--- src/rtl/cajero_pkg.sv ---
// Shared types and constants for the ATM controller.
package cajero_pkg;

  typedef enum logic [1:0] {
    ESPERANDO_TARJETA = 2'd0,
    INGRESANDO_PIN    = 2'd1,
    ESPERANDO_MONTO   = 2'd2,
    BLOQUEO           = 2'd3
  } estado_t;

  localparam int   MAX_INTENTOS  = 3;
  localparam logic TIPO_DEPOSITO = 1'b0;
  localparam logic TIPO_RETIRO   = 1'b1;

endpackage

--- src/rtl/cajero_controlador.sv ---
// ATM controller: PIN entry with three-strike lockout, deposits and withdrawals
// against a persistent balance, registered single-cycle result flags.
module cajero_controlador
  import cajero_pkg::*;
#(
  parameter int                   BALANCE_W       = 64,
  parameter logic [BALANCE_W-1:0] BALANCE_INICIAL = 64'd1000
) (
  input  logic        CLK,
  input  logic        RESET,
  input  logic        TARJETA_RECIBIDA,
  input  logic        TIPO_TRANS,
  input  logic        DIGITO_STB,
  input  logic        MONTO_STB,
  input  logic [3:0]  DIGITO,
  input  logic [15:0] PIN,
  input  logic [31:0] MONTO,
  output logic        BALANCE_ACTUALIZADO,
  output logic        ENTREGAR_DINERO,
  output logic        PIN_INCORRECTO,
  output logic        ADVERTENCIA,
  output logic        BLOQUEO_CTRL,
  output logic        FONDOS_INSUFICIENTES
);

  estado_t              r_estado, w_estado_sig;
  logic [11:0]          r_pin_reg, w_pin_sig;
  logic [1:0]           r_cuenta, w_cuenta_sig;
  logic [1:0]           r_intentos, w_intentos_sig;
  logic [BALANCE_W-1:0] r_balance, w_balance_sig;
  logic [BALANCE_W-1:0] w_monto_ext;
  logic                 w_pin_ok;
  logic                 w_act, w_ent, w_inc, w_adv, w_fon;
  logic                 r_act, r_ent, r_inc, r_adv, r_fon, r_blq;

  assign w_monto_ext = {{(BALANCE_W-32){1'b0}}, MONTO};
  assign w_pin_ok    = ({r_pin_reg, DIGITO} == PIN);

  always_ff @(posedge CLK) begin
    if (RESET) begin
      r_estado   <= ESPERANDO_TARJETA;
      r_pin_reg  <= 12'h000;
      r_cuenta   <= 2'd0;
      r_intentos <= 2'd0;
      r_balance  <= BALANCE_INICIAL;
      r_act      <= 1'b0;
      r_ent      <= 1'b0;
      r_inc      <= 1'b0;
      r_adv      <= 1'b0;
      r_fon      <= 1'b0;
      r_blq      <= 1'b0;
    end else begin
      r_estado   <= w_estado_sig;
      r_pin_reg  <= w_pin_sig;
      r_cuenta   <= w_cuenta_sig;
      r_intentos <= w_intentos_sig;
      r_balance  <= w_balance_sig;
      r_act      <= w_act;
      r_ent      <= w_ent;
      r_inc      <= w_inc;
      r_adv      <= w_adv;
      r_fon      <= w_fon;
      r_blq      <= (w_estado_sig == BLOQUEO);
    end
  end

  always_comb begin
    w_estado_sig   = r_estado;
    w_pin_sig      = r_pin_reg;
    w_cuenta_sig   = r_cuenta;
    w_intentos_sig = r_intentos;
    w_balance_sig  = r_balance;
    w_act          = 1'b0;
    w_ent          = 1'b0;
    w_inc          = 1'b0;
    w_adv          = 1'b0;
    w_fon          = 1'b0;
    case (r_estado)
      ESPERANDO_TARJETA: begin
        w_cuenta_sig   = 2'd0;
        w_intentos_sig = 2'd0;
        w_pin_sig      = 12'h000;
        if (TARJETA_RECIBIDA) begin
          w_estado_sig = INGRESANDO_PIN;
        end else begin
          w_estado_sig = ESPERANDO_TARJETA;
        end
      end
      INGRESANDO_PIN: begin
        // Card removal wins over a digit arriving in the same cycle.
        if (!TARJETA_RECIBIDA) begin
          w_estado_sig   = ESPERANDO_TARJETA;
          w_cuenta_sig   = 2'd0;
          w_intentos_sig = 2'd0;
        end else if (DIGITO_STB) begin
          w_pin_sig = {r_pin_reg[7:0], DIGITO};
          if (r_cuenta == 2'd3) begin
            w_cuenta_sig = 2'd0;
            if (w_pin_ok) begin
              w_estado_sig   = ESPERANDO_MONTO;
              w_intentos_sig = 2'd0;
            end else if (r_intentos == 2'(MAX_INTENTOS - 1)) begin
              w_estado_sig = BLOQUEO;
              w_inc        = 1'b1;
            end else begin
              w_intentos_sig = r_intentos + 2'd1;
              w_inc          = 1'b1;
              w_adv          = (r_intentos == 2'd1);
            end
          end else begin
            w_cuenta_sig = r_cuenta + 2'd1;
          end
        end else begin
          w_estado_sig = INGRESANDO_PIN;
        end
      end
      ESPERANDO_MONTO: begin
        if (!TARJETA_RECIBIDA) begin
          w_estado_sig   = ESPERANDO_TARJETA;
          w_intentos_sig = 2'd0;
        end else if (MONTO_STB) begin
          w_estado_sig = ESPERANDO_TARJETA;
          case (TIPO_TRANS)
            TIPO_DEPOSITO: begin
              w_balance_sig = r_balance + w_monto_ext;
              w_act         = 1'b1;
            end
            TIPO_RETIRO: begin
              if (w_monto_ext <= r_balance) begin
                w_balance_sig = r_balance - w_monto_ext;
                w_act         = 1'b1;
                w_ent         = 1'b1;
              end else begin
                w_fon = 1'b1;
              end
            end
            default: w_estado_sig = ESPERANDO_TARJETA;
          endcase
        end else begin
          w_estado_sig = ESPERANDO_MONTO;
        end
      end
      BLOQUEO: w_estado_sig = BLOQUEO;
      default: w_estado_sig = ESPERANDO_TARJETA;
    endcase
  end

  assign BALANCE_ACTUALIZADO  = r_act;
  assign ENTREGAR_DINERO      = r_ent;
  assign PIN_INCORRECTO       = r_inc;
  assign ADVERTENCIA          = r_adv;
  assign BLOQUEO_CTRL         = r_blq;
  assign FONDOS_INSUFICIENTES = r_fon;

endmodule

--- config.mk ---
export PLATFORM = sky130hd
export DESIGN_NAME = cajero_controlador
export DESIGN_NICKNAME = d
export VERILOG_FILES = /design/src/rtl/cajero_pkg.sv /design/src/rtl/cajero_controlador.sv
export SDC_FILE = /design/constraint.sdc
export NUM_CORES = 1
export LEC_CHECK = 0
export ABC_CLOCK_PERIOD_IN_PS = 3810
export CORE_MARGIN = 1
export CORE_UTILIZATION = 50
export CTS_CLUSTER_SIZE = 16
export DETAILED_ROUTE_END_ITERATION = 7
export PLACE_DENSITY = 0.78
export SLEW_MARGIN = 30
export SYNTH_ARGS = -nofsm -noshare
export SYNTH_HDL_FRONTEND = slang
export SYNTH_SLANG_ARGS = --single-unit
--- constraint.sdc ---
create_clock -name CLK -period 3.81 [get_ports CLK]
set_clock_uncertainty 0.15 [all_clocks]
set_input_delay 0.5715 -clock CLK [delete_from_list [all_inputs] [get_ports CLK]]
set_output_delay 0.5715 -clock CLK [all_outputs]
set_load 0.02 [all_outputs]
### Yosys cells after proc, flatten, opt, wreduce, memory -nomap -nowiden

Cells that the tools add are included.
W data, S select, Z words.

* flip-flop bits (word level): 88
* latch bits: 0
* memory bits (writable): 0
* bits in read-only memories: 0
* output and inout bits: 6
* memories: 0

* $add $sub $neg: 4
* multipliers: 0
* div/mod/pow operators: 0
* $lt $le $gt $ge: 1
* eq/ne operators: 15
* shift-type cells: 0
* mux-type cells: 29
* bitwise gates (word level): 7
* reductions and logical operators: 11

Operators by type and width (number)
* $pmux W64 S2: 1
* $add A64 B32 Y64: 1
* $le A32 B64 Y1: 1
* $mux W64: 1
* $sub A64 B32 Y64: 1
* $mux W2: 16
* $mux W12: 2
* $pmux W12 S2: 1
* $eq A16 B16 Y1: 1
* $eq A2 B2 Y1 const B: 5
* $reduce_or A5 Y1: 2
* $pmux W2 S4: 1
* $not A1 Y1: 7
* $reduce_or A7 Y1: 1
* $ne A2 B2 Y1 const B: 3
* $ne A3 B3 Y1 const B: 2
* $pmux W2 S3: 1
* $reduce_and A5 Y1: 1
* $add A2 B1 Y2 const B: 2
* $eq A2 B1 Y1 const B: 2
* $mux W1: 4
* $ne A4 B4 Y1 const B: 1
* $pmux W2 S2: 1
* $reduce_and A4 Y1: 1
* other kinds (8): 8

### Logic depth before layout (Yosys ltp)

* depth in word-level cells: 8
* mapped depth: 16
* mapped depth without buffers: 13

### Least setup slack after synthesis

OpenSTA, ideal clock, no wires.

* path kind: input to register
* from: input MONTO[19]
* to: register r_balance[53]
* library setup time: 0.121 ns
* data arrival time: 3.779 ns
* data required time: 3.539 ns
* setup slack: -0.240 ns
* stages on the path: 13
* buffers on the path: 2
* cells stage by stage: inv_1 -> ha_1 -> buf_2 -> nand2_1 -> or4_1 -> or4_1 -> a21oi_1 -> nor4_1 -> or2_0 -> clkbuf_1 -> or4_1 -> o32ai_1 -> mux2_2

* word-level cells in the longest chain between the ends: 3
* elaborated cells between the ends (all ways): 7

Ends and longest elaborated chain
* start, declared: line cajero_controlador.sv:17 `input logic [31:0] MONTO,`
* $sub A64 B32 Y64 / $le A32 B64 Y1 (equally long branches): line cajero_controlador.sv:130, cajero_controlador.sv:129
* $mux W64 / $ne A2 B1 Y1 (equally long branches)
* $pmux W64 S2 / $reduce_and A4 Y1 (equally long branches)
* end signal, assigned: line cajero_controlador.sv:57 `r_balance <= w_balance_sig;`
* end, declared: line cajero_controlador.sv:30 `logic [BALANCE_W-1:0] r_balance, w_balance_sig;`

Parallel ways exist; a longest one is shown, timed or not. The select of a mux whose other input is x is not followed.
A chain may end at the register's enable or synchronous reset.

### Worst setup path in the final report

* from: input MONTO[24]
* to: register r_balance[27]

Same word-level chain as after synthesis.

==> results.toml <==
[outcome]
status = "finished clean"

[critical_path]
criticalPathCategory = "in2reg"
crit_family = "simple AND/OR/NAND/NOR gates"
critPathArrivalTime_ns = 3.93
path_depth = 13
end_kind = "register"
crit_path_max_incr_delay_ns = 0.66
cp_num_buf_inv = 4
cpMostUsedCell = "or3_1"
required_ns = 3.97
startpoint_type = "input port"
path_max_fanout = 8
rr_worst_depth = 9
path_cells = "clkdlybuf4s50_1, inv_1, ha_4, nand4_1, or4_4, o21ai_4, nor4_4, or2_4, buf_8, buf_12, or3_1, or3_1, nand3_1"
critPathSlowestCell = "or4_4"

[grt]
grt-ovfl-total = 0
antenna_found_initial = 0
grt_usage_pct = 35.1
grt_max_degree = 78
grt_pass1_wl_um = 50300
grt_pass1_vias = 10000

[finish]
nNetsFinal = 1618
syn_to_final_growth_pct = 41.3
multiInputGateArea_um2 = 7070
antenna_cells = 0
fillCellCount = 1292
stdcell_count = 1716
largest_reg_flops = 64
final_cell_area_um2 = 12400
seq_area_um2 = 1760
postLayoutCoreUtil_pct = 73.5
drive_above_1_share_pct = 27.7

[timing]
max_freq_mhz = 265
timing.slew.headroom_pct = 39.8
setup_ws_ns = 0.0374
post-route-period-util_pct = 99.0
fin_crit_ns = 3.77
finalHoldViolations = 0
setup_viol = 0
maxSlewViolCount = 0
worstMarginPinSlew_ns = 0.904

[routing]
drc = 0
drt-total-wl_um = 33300
wirelength_met1_um = 13600
drt.antenna.violating_nets = 0
top_layer = "met4"
route.met2.wl_um = 15200
wl_met3_um = 3230
routed-via-count = 10900
dr.pass1.iters = 7
first_iter_violations = 1233
wl_per_cell_um = 19.4
vias_per_cell = 6.35

[floorplanning]
dieWidth_um = 134
dieArea_um2 = 18000
start_util_pct = 52.0
die_y_um = 134
coreArea_um2 = 16800
std_cell_rows = 47
ios = 64

[power_and_ir_drop]
peakVddDrop_v = 0.000220
p_leak_nw = 5.18
power.density_nw_per_um2 = 202

[synth]
synth_cells = 1231
synthMuxAreaShare_pct = 2.17
synth_ff_type = "dfxtp_1"
synth-compound-area-share_pct = 27.8
synth.ff_latch_count = 88
ys_types = 74
synth_top_family_by_area = "simple AND/OR/NAND/NOR gates"
synth_xor_area_share_pct = 4.91
syn_area_um2 = 8750
mappedNetlistNets = 1358
synth-simple-area-share_pct = 27.9
async_flop_share_pct = 0
ys_warn_count = 0
synth-edff-count = 0
ys_seq_area_share_pct = 20.1
synth_fa_ha_area_share_pct = 10.0
postSynthAreaPerCell_um2 = 7.11

[min_path]
hold-path-cell-count = 1
hold_path.class = "reg2reg"

[place]
post-place-ws_ns = -0.748
port_buffers = 63
placed_cell_area_um2 = 11200
dp.final_hpwl_um = 23900
dpl.cell_count = 1678
globalplace.congestion = 1.02

[clock_network]
clock_path_buffers = 2
cts_hold_buf = 0
cts_sinks = 88
insertion_delay_ns = 0.37
cts_buffers = 9
cts_tree = "done"
h-tree-depth = 3
cts_root_buf = "clkbuf_16"
cts.clk_slew.worst_paths_ns = 0.08

[run]
cap_violations = 0
power breakdown:
group / internal [mW] / switching (mW)
Sequential: 0.922 / 0.00259
Clock: 0.463 / 0.474
Combinational: 0.309 / 0.330
path summary, 6_finish.rpt:
kind                               from                          to  slack (ns)
max                           MONTO[24]  r_balance[27]$_SDFFE_PP0P_        0.04
min           r_balance[6]$_SDFFE_PP1P_   r_balance[6]$_SDFFE_PP1P_        0.36
max reg2reg  r_balance[39]$_SDFFE_PP0P_  r_balance[58]$_SDFFE_PP0P_        0.10
min reg2reg   r_balance[6]$_SDFFE_PP1P_   r_balance[6]$_SDFFE_PP1P_        0.36
synth_stat cells (27+ instances only):
cell      count  area, um2
dfxtp_1      88       1760
nand3_1      36        180
clkbuf_1     63        236
a21oi_1     113        566
nor4_1       38        238
nand2_1      80        300
nor3_1       48        240
inv_1        78        293
nor2b_1      27        169
ha_1         67        838
nor2_1      138        518
xnor2_1      48        420
o21ai_0      58        290
stage by stage:
| stage | power, mW | TNS, ns | hold WS, ns |
|---|---|---|---|
| 5_1_grt | 2.59 | -0.113 | 0.387 |
| 2_1_floorplan | 1.23 | 0 | 0.302 |
| 6_report | 2.50 | 0 | 0.357 |
| 3_5_place_dp | 1.49 | -24.23 | 0.321 |
| 4_1_cts | 2.44 | 0 | 0.341 |
| 3_3_place_gp | 1.48 | -19.69 | 0.313 |
worst register-to-register path, stage by stage (launching register included):
cell and delay (ns):
dfxtp_1 0.32, or4_4 0.53, or3_4 0.37, or4_1 0.43, or4_1 0.46, or3_1 0.41, nand4bb_4 0.28, o31ai_2 0.22
nand3_1 0.12, mux2_4 0.31
metal layers:
layer | track usage [%] | vias to the layer above
met2 | 57.0 | 659
met4 | 14.2 | 0
met3 | 6.99 | 129
met5 | 0 | -
met1 | 45.5 | 5086
li1 | - | 5027
layout by cell type, fill, tap and decap left out, types with 26 or more instances in the layout:
cell type,n
nor4_1,33
nand3_1,36
nor3_1,44
o21ai_0,54
ha_1,40
inv_1,61
nor2b_1,26
xnor2_1,48
buf_4,263
a21oi_1,104
nor2_1,136
dfxtp_1,88
clkdlybuf4s50_1,42
nand2_1,77
cell families after synthesis:
family | Yosys count
compound gates | 369
xor+xnor | 49
fa+ha+maj | 69
buf+inv | 159
flops | 88
mux | 17
simple gates | 480
area by class of cell:
class	instances	share of cell area, %
inverters	78	2.37
clock inverters	7	0.617
multi-input cells	984	57.2
repair buffers	330	21.5
well taps	220	2.23
clock buffers	9	1.82
flip-flops and latches	88	14.2
what timing repair did:
| action | CTS | global route |
|---|---|---|
| gates resized for setup | 60 | 77 |
| buffers inserted | 4 | 17 |
| setup endpoints to repair | 30 | 45 |
| pin swaps | 16 | 37 |
| cloned | 0 | 1 |
Note: power is estimated with default switching activity, not from simulation.
